File: src/rtl/div_mult_if.sv
// Start/result handshake between the multicycle control unit and the multiply/divide unit.
// The control unit is the master and drives the request; the unit is the slave and returns results.
interface div_mult_if #(
  parameter int unsigned WIDTH = 32
);
  logic             start;
  logic             op;
  logic [WIDTH-1:0] a;
  logic [WIDTH-1:0] b;
  logic             busy;
  logic             done;
  logic             zero_exception;
  logic [WIDTH-1:0] hi;
  logic [WIDTH-1:0] lo;

  modport master (
    output start, op, a, b,
    input  busy, done, zero_exception, hi, lo
  );

  modport slave (
    input  start, op, a, b,
    output busy, done, zero_exception, hi, lo
  );
endinterface

File: src/rtl/div_mult_unit.sv
// Iterative signed multiply (shift-add) / divide (restoring) unit on operand magnitudes,
// with sign correction at the end; results land in registered HI/LO.
module div_mult_unit #(
  parameter int unsigned WIDTH = 32
) (
  input  logic       clk,
  input  logic       reset,
  div_mult_if.slave  bus
);
  localparam int unsigned CW = (WIDTH > 1) ? $clog2(WIDTH) : 1;
  localparam int unsigned AW = 2 * WIDTH + 1;

  typedef enum logic [1:0] {IDLE, CHECK, RUN, FINISH} state_e;

  state_e           state_q, state_d;
  logic             op_q, op_d;
  logic             neg_a_q, neg_a_d;
  logic             neg_x_q, neg_x_d;
  logic [WIDTH-1:0] mag_a_q, mag_a_d;
  logic [WIDTH-1:0] mag_b_q, mag_b_d;
  logic [AW-1:0]    acc_q, acc_d;
  logic [CW-1:0]    cnt_q, cnt_d;
  logic             busy_q, busy_d;
  logic             done_q, done_d;
  logic             zexc_q, zexc_d;
  logic [WIDTH-1:0] hi_q, hi_d;
  logic [WIDTH-1:0] lo_q, lo_d;

  logic [WIDTH:0]     mul_sum;
  logic [WIDTH:0]     div_shift;
  logic [WIDTH:0]     div_diff;
  logic [2*WIDTH-1:0] prod_fix;
  logic [WIDTH-1:0]   quot_fix;
  logic [WIDTH-1:0]   rem_fix;

  // One iteration step for each operation, plus final sign correction.
  // acc_q holds {carry, upper, multiplier} for mult and {rem(WIDTH+1), quot} for div.
  always_comb begin
    mul_sum   = {1'b0, acc_q[2*WIDTH-1:WIDTH]} + (acc_q[0] ? {1'b0, mag_a_q} : '0);
    div_shift = {acc_q[2*WIDTH-1:WIDTH], acc_q[WIDTH-1]};
    div_diff  = div_shift - {1'b0, mag_b_q};
    prod_fix  = neg_x_q ? -acc_q[2*WIDTH-1:0] : acc_q[2*WIDTH-1:0];
    quot_fix  = neg_x_q ? -acc_q[WIDTH-1:0] : acc_q[WIDTH-1:0];
    rem_fix   = neg_a_q ? -acc_q[2*WIDTH-1:WIDTH] : acc_q[2*WIDTH-1:WIDTH];
  end

  // Next-state and output logic; busy/done/zero_exception are registered one cycle behind the state.
  always_comb begin
    state_d = state_q;
    op_d    = op_q;
    neg_a_d = neg_a_q;
    neg_x_d = neg_x_q;
    mag_a_d = mag_a_q;
    mag_b_d = mag_b_q;
    acc_d   = acc_q;
    cnt_d   = cnt_q;
    hi_d    = hi_q;
    lo_d    = lo_q;
    busy_d  = 1'b0;
    done_d  = 1'b0;
    zexc_d  = 1'b0;

    unique case (state_q)
      IDLE: begin
        if (bus.start) begin
          op_d    = bus.op;
          neg_a_d = bus.a[WIDTH-1];
          neg_x_d = bus.a[WIDTH-1] ^ bus.b[WIDTH-1];
          mag_a_d = bus.a[WIDTH-1] ? -bus.a : bus.a;
          mag_b_d = bus.b[WIDTH-1] ? -bus.b : bus.b;
          state_d = CHECK;
        end
      end
      CHECK: begin
        if (op_q && (mag_b_q == '0)) begin
          zexc_d  = 1'b1;
          state_d = IDLE;
        end else begin
          acc_d   = op_q ? {{(WIDTH+1){1'b0}}, mag_a_q} : {{(WIDTH+1){1'b0}}, mag_b_q};
          cnt_d   = '0;
          busy_d  = 1'b1;
          state_d = RUN;
        end
      end
      RUN: begin
        busy_d = 1'b1;
        if (!op_q) begin
          acc_d = {1'b0, mul_sum, acc_q[WIDTH-1:1]};
        end else if (!div_diff[WIDTH]) begin
          acc_d = {div_diff, acc_q[WIDTH-2:0], 1'b1};
        end else begin
          acc_d = {div_shift, acc_q[WIDTH-2:0], 1'b0};
        end
        cnt_d = cnt_q + CW'(1);
        if (cnt_q == CW'(WIDTH - 1)) begin
          state_d = FINISH;
        end
      end
      FINISH: begin
        busy_d  = 1'b1;
        done_d  = 1'b1;
        state_d = IDLE;
        if (!op_q) begin
          hi_d = prod_fix[2*WIDTH-1:WIDTH];
          lo_d = prod_fix[WIDTH-1:0];
        end else begin
          hi_d = rem_fix;
          lo_d = quot_fix;
        end
      end
      default: state_d = IDLE;
    endcase
  end

  always_ff @(posedge clk or negedge reset) begin
    if (!reset) begin
      state_q <= IDLE;
      op_q    <= 1'b0;
      neg_a_q <= 1'b0;
      neg_x_q <= 1'b0;
      mag_a_q <= '0;
      mag_b_q <= '0;
      acc_q   <= '0;
      cnt_q   <= '0;
      busy_q  <= 1'b0;
      done_q  <= 1'b0;
      zexc_q  <= 1'b0;
      hi_q    <= '0;
      lo_q    <= '0;
    end else begin
      state_q <= state_d;
      op_q    <= op_d;
      neg_a_q <= neg_a_d;
      neg_x_q <= neg_x_d;
      mag_a_q <= mag_a_d;
      mag_b_q <= mag_b_d;
      acc_q   <= acc_d;
      cnt_q   <= cnt_d;
      busy_q  <= busy_d;
      done_q  <= done_d;
      zexc_q  <= zexc_d;
      hi_q    <= hi_d;
      lo_q    <= lo_d;
    end
  end

  assign bus.busy           = busy_q;
  assign bus.done           = done_q;
  assign bus.zero_exception = zexc_q;
  assign bus.hi             = hi_q;
  assign bus.lo             = lo_q;
endmodule

File: src/flat_wrapper.sv
// flat-port wrapper written by rule: the top's interface ports become plain ports
module div_mult_unit_flat 
#(
  parameter int unsigned WIDTH = 32
)
  (clk, reset, bus_start, bus_op, bus_a, bus_b, bus_busy, bus_done, bus_zero_exception, bus_hi, bus_lo);
  div_mult_if #(.WIDTH(WIDTH)) bus_i ();
  input  logic clk;
  input  logic reset;
  input wire logic [$bits(bus_i.start)-1:0] bus_start;
  input wire logic [$bits(bus_i.op)-1:0] bus_op;
  input wire logic [$bits(bus_i.a)-1:0] bus_a;
  input wire logic [$bits(bus_i.b)-1:0] bus_b;
  output wire logic [$bits(bus_i.busy)-1:0] bus_busy;
  output wire logic [$bits(bus_i.done)-1:0] bus_done;
  output wire logic [$bits(bus_i.zero_exception)-1:0] bus_zero_exception;
  output wire logic [$bits(bus_i.hi)-1:0] bus_hi;
  output wire logic [$bits(bus_i.lo)-1:0] bus_lo;
  assign bus_i.start = bus_start;
  assign bus_i.op = bus_op;
  assign bus_i.a = bus_a;
  assign bus_i.b = bus_b;
  assign bus_busy = bus_i.busy;
  assign bus_done = bus_i.done;
  assign bus_zero_exception = bus_i.zero_exception;
  assign bus_hi = bus_i.hi;
  assign bus_lo = bus_i.lo;
  div_mult_unit #(.WIDTH(WIDTH)) u_core (.clk(clk), .reset(reset), .bus(bus_i));
endmodule
File: config.mk
export PLATFORM = sky130hd
export DESIGN_NAME = div_mult_unit_flat
export DESIGN_NICKNAME = d
export VERILOG_FILES = /design/src/rtl/div_mult_if.sv /design/src/rtl/div_mult_unit.sv /design/src/flat_wrapper.sv
export SDC_FILE = /design/constraint.sdc
export NUM_CORES = 1
export LEC_CHECK = 0
export CAP_MARGIN = 20
export CORE_MARGIN = 5
export CORE_UTILIZATION = 58
export CTS_CLUSTER_DIAMETER = 80
export CTS_CLUSTER_SIZE = 30
export DETAILED_ROUTE_END_ITERATION = 12
export PLACE_DENSITY = 0.86
export SYNTH_ARGS = -nofsm -noshare
export SYNTH_HDL_FRONTEND = slang
export SYNTH_SLANG_ARGS = --single-unit
File: constraint.sdc
create_clock -name clk -period 4 [get_ports clk]
set_clock_uncertainty 0.05 [all_clocks]
set_input_delay 1 -clock clk [delete_from_list [all_inputs] [get_ports clk]]
set_output_delay 1 -clock clk [all_outputs]
set_load 0.1 [all_outputs]
* After elaboration in Yosys (flattened, before gate mapping)
Index checks and enable logic that the tools add are counted.
Widths: inputs -> output; s select.
** Storage, ports and cells
- Logic and storage cells :: 61
- Input port bits :: 68
- Flip-flop bits (word level) :: 205
- Output and inout port bits :: 67
** Operators by class
- Mux-type cells :: 24
- Bitwise logic cells :: 1
- Add/subtract/negate cells :: 8
- Equality and inequality tests :: 7
- Reduce and logical (&&, ||, !) cells :: 8
** Operators by type and width (count)
- $mux 32 :: 8
- $mux 64 :: 4
- $neg 32->32 :: 4
- $pmux 64 s2 :: 1
- $neg 64->64 :: 1
- $add 32x32->33 :: 1
- $sub 33x32->33 :: 1
- $logic_not 32->1 :: 1
- $pmux 5 s2 :: 1
- $pmux 2 s4 :: 1
- $mux 2 :: 3
- $reduce_and 2->1 :: 3
- $add 5x1->5 const B :: 1
- $eq 5x5->1 const B :: 1
- $mux 5 :: 1
- $eq 2x2->1 const B :: 2
- $mux 1 :: 4
- $ne 2x2->1 const B :: 2
- $eq 2x1->1 const B :: 1
- $logic_not 2->1 :: 1
- $ne 2x1->1 const B :: 1
- $pmux 1 s2 :: 1
- $reduce_bool 2->1 :: 1
- $reduce_or 2->1 :: 1
- other kinds (2) :: 2

* Longest topological paths before layout
- Depth after elaboration :: 4
- Gate-level depth with buffers :: 14
- Mapped depth without buffers :: 12

* Worst setup path before layout
Ideal clock, no wire load.
- Kind :: input-to-reg
- From :: in bus_a[0]
- To :: reg u_core.mag_a_q[28]
- Required time :: 3.821 ns
- Slack :: 0.467 ns
- Data arrival time :: 3.354 ns
- Cell stages on the path :: 10
- Buffers on the path :: 0
- Library setup time :: 0.129 ns
- Cells stage by stage :: inv_1 -> ha_1 -> or4b_4 -> nor4_2 -> nand3_1 -> or4_1 -> or3_1 -> o31ai_2 -> xor2_1 -> o21ai_1
** On the way
- Word-level cells in the longest chain between the ends :: 2
** RTL lines
- from (decl) :: line flat_wrapper.sv:12 : input wire logic [$bits(bus_i.a)-1:0] bus_a;
- $neg 32->32 :: line div_mult_unit.sv:69 : mag_a_d = bus.a[WIDTH-1] ? -bus.a : bus.a;
- $mux 32 :: line div_mult_unit.sv:69
- to (signal assigned) :: line div_mult_unit.sv:135 : mag_a_q <= mag_a_d;
- to (decl) :: line div_mult_unit.sv:19 : logic [WIDTH-1:0] mag_a_q, mag_a_d;
Every way passes these cells.
A chain may end at the register's enable or synchronous reset.

* Final worst setup path
- From :: in bus_a[1]
- To :: reg u_core.mag_a_q[28]
The elaborated chain is that of the path after synthesis.

==> impl_metrics.py <==
metrics = {
    "die": {
        "rows": 60,
        "core-area_mm2": 0.02673,
        "dieArea_mm2": 0.03029,
        "initial_utilization": 0.5840,
        "die_y_um": 174.0,
        "ios": 135,
        "die_width_um": 174.0,
    },
    "route": {
        "post_drt_wl_per_cell_um": 22.28,
        "dr.pass1.iters": 6,
        "drc": 0,
        "viasPerCell": 6.561,
        "drt-initial-drc-count": 1628,
        "finalWirelength_mm": 50.61,
        "antenna_left": 0,
        "via_count": 14900,
    },
    "timing": {
        "drv_slew": 0,
        "rsz0062_at_grt": "false",
        "worst_pin_slew_ns": 1.062,
        "max_freq_mhz": 272.1,
        "relSlewSlack": 0.2919,
        "layout_worst_path_cycle_share": 0.9186,
        "whs_ns": 0.4322,
        "fin_crit_ns": 3.675,
        "setup_viol": 0,
        "finalHoldViolCount": 0,
        "tns_ns": 0,
    },
    "power": {
        "power.total_mw": 17.85,
        "p_leak_nw": 7.693,
        "power.density_mw_per_mm2": 989.6,
        "irDropWorstVdd_v": 0.0004947,
    },
    "cts": {
        "cts_hold_buf": 0,
        "numCtsBuffers": 13,
        "clk_latency_ns": 0.51,
        "clockBufferDepth": 3,
        "cts_resized": 0,
        "htreeDepth": 1,
        "cts_tree": "built",
        "cts_root_buf": "clkbuf_16",
        "cts_sinks": 205,
        "path_clk_slew_ns": 0.11,
        "cts_setup_buffers": 0,
    },
    "critical_path": {
        "start_kind": "primary input",
        "crit_fanout": 4,
        "cp-end-kind": "flop",
        "worstPathArrival_ns": 4.01,
        "worstSetupPathType": "primary input to flop",
        "critPathRequiredTime_ns": 4.33,
    },
    "global_route": {
        "antenna_found_initial": 2,
        "grt_pass1_wl_mm": 78.48,
        "grt_usage": 0.3229,
        "grt_max_degree": 128,
        "grt_pass1_vias": 14260,
        "grt_overflow": 0,
    },
    "synthesis": {
        "synth_cells": 1798,
        "synthesis.nets": 1938,
        "synthArstFlopShare": 1.000,
        "avgSynthCellArea_um2": 8.680,
        "yosysTopAreaCellShare": 0.3287,
        "ys_warn_count": 0,
        "synth_cell_types": 81,
        "synth_area_leaders": "dfrtp_1 33%, o21ai_0 6.4%, nand2_1 6.1%",
        "seq_area_frac_synth": 0.3287,
        "synth_area_mm2": 0.01561,
        "synth-seq-cells": 205,
        "synth_edf_count": 0,
        "netlist.top_cell.by_area": "dfrtp_1",
        "ys.flop_type": "dfrtp_1",
    },
    "placed_design": {
        "port_buffers": 134,
        "dp_hpwl_mm": 39.58,
        "routabilityCongestion": 1.007,
        "place_inst": 2248,
    },
    "cells_and_area": {
        "drive_gt1_frac": 0.1005,
        "fillers": 2130,
        "n_antenna_cell": 0,
        "layout_common_cells": "251 x nand2_1, 204 x dfrtp_1, 199 x o21ai_0, 133 x clkdlybuf4s50_1, 100 x a21oi_1",
        "layout_commonest_cell": "nand2_1",
        "instances_no_fill": 2271,
        "fin_util": 0.6750,
        "area_delta_synth_final_pct": 15.59,
        "final_net_count": 2064,
    },
    "outcome": {
        "outcome": "complete, no violations",
    },
    "flow_run": {
        "drv_cap": 0,
    },
    "hold_path": {
        "hp-class": "flop to flop",
    },
}
-- where the power goes --
group	leakage, nW	total [mW]	switching (mW)	internal (mW)
logic	4.90	12.1	7.63	4.49
clock network	0.191	1.42	0.789	0.632
registers	2.60	4.32	1.35	2.97
total	7.69	17.9	9.77	8.09
-- state kept, by name (all words and copies together), names as in the netlist, named ones only --
| signal | count |
|---|---|
| u_core.neg_a_q | 1 |
| u_core.mag_a_q | 32 |
| u_core.cnt_q | 5 |
| u_core.state_q | 1 |
| u_core.bus.busy | 1 |
| u_core.bus.hi | 32 |
| u_core.bus.done | 1 |
| u_core.bus.zero_exception | 1 |
| u_core.neg_x_q | 1 |
| u_core.mag_b_q | 32 |
| u_core.op_q | 1 |
| u_core.bus.lo | 32 |
| u_core.acc_q | 64 |
-- worst max-delay path: stages --
cell	delay, ns
clkdlybuf4s50_1	0.47
inv_1	0.09
ha_1	0.15
or4b_4	0.47
nor4_2	0.29
nand3_1	0.17
or4_1	0.45
or3_1	0.43
o31ai_2	0.24
xor2_1	0.18
o21ai_1	0.07
-- synthesized netlist by cell type (35+ instances only) --
cell,n
clkbuf_1,85
nand2_1,253
xnor2_1,64
a21oi_1,100
ha_1,70
o21ai_0,199
inv_1,60
dfrtp_1,205
and2_1,42
xor2_1,99
mux2_2,35
nor2_1,72
-- final cells by class --
cell class / instances / area [um2] / share of cell area
Multi-Input combinational cell: 1436 / 9894 / 0.5484
Inverter: 60 / 225.2 / 0.01248
Timing Repair Buffer: 208 / 1966 / 0.1090
Clock inverter: 6 / 65.06 / 0.003606
Clock buffer: 15 / 332.8 / 0.01845
Tap cell: 341 / 426.7 / 0.02365
Sequential cell: 205 / 5131 / 0.2844
-- metal layers --
metal | wire, um | part of all wire | global-route usage
met4 | 2172 | 0.043 | 0.1184
met5 | 13 | 0.00026 | 0
met3 | 5079 | 0.10 | 0.05415
met1 | 20650 | 0.41 | 0.4522
met2 | 22690 | 0.45 | 0.5087
-- logic make-up (layout without fill, tap and decap cells) --
family | Yosys count | in the layout | synth area share
flops | 205 | 205 | 0.3287
simple gates | 581 | 581 | 0.1850
xor+xnor | 163 | 163 | 0.09147
compound gates | 533 | 533 | 0.2135
mux | 87 | 87 | 0.08426
fa+ha+maj | 72 | 72 | 0.05868
buf+inv | 157 | 289 | 0.03840
-- per-stage QoR --
step	setup WS, ns	area [um2]
finish	0.3254	18040
global route	0.1685	18040
CTS	0.2996	17990
detailed placement	-0.2132	17590
global placement	-0.05825	17590
floorplan	0.4667	15610
-- path summary, 6_finish.rpt --
check | slack [ns] | endpoint | depth (start not counted) | start
max reg2reg | 0.45 | u_core.acc_q[32] | 10 | u_core.acc_q[34]
min reg2reg | 0.43 | u_core.bus.hi[18] | 2 | u_core.bus.hi[18]
min | 0.43 | u_core.bus.hi[18] | 2 | u_core.bus.hi[18]
max in group asynchronous | 2.57 | u_core.mag_b_q[0] | 2 | reset
max | 0.33 | u_core.mag_a_q[28] | 11 | bus_a[1]
min in group asynchronous | 0.45 | u_core.bus.lo[11] | 1 | reset
Power figures use the tool's default switching activity.
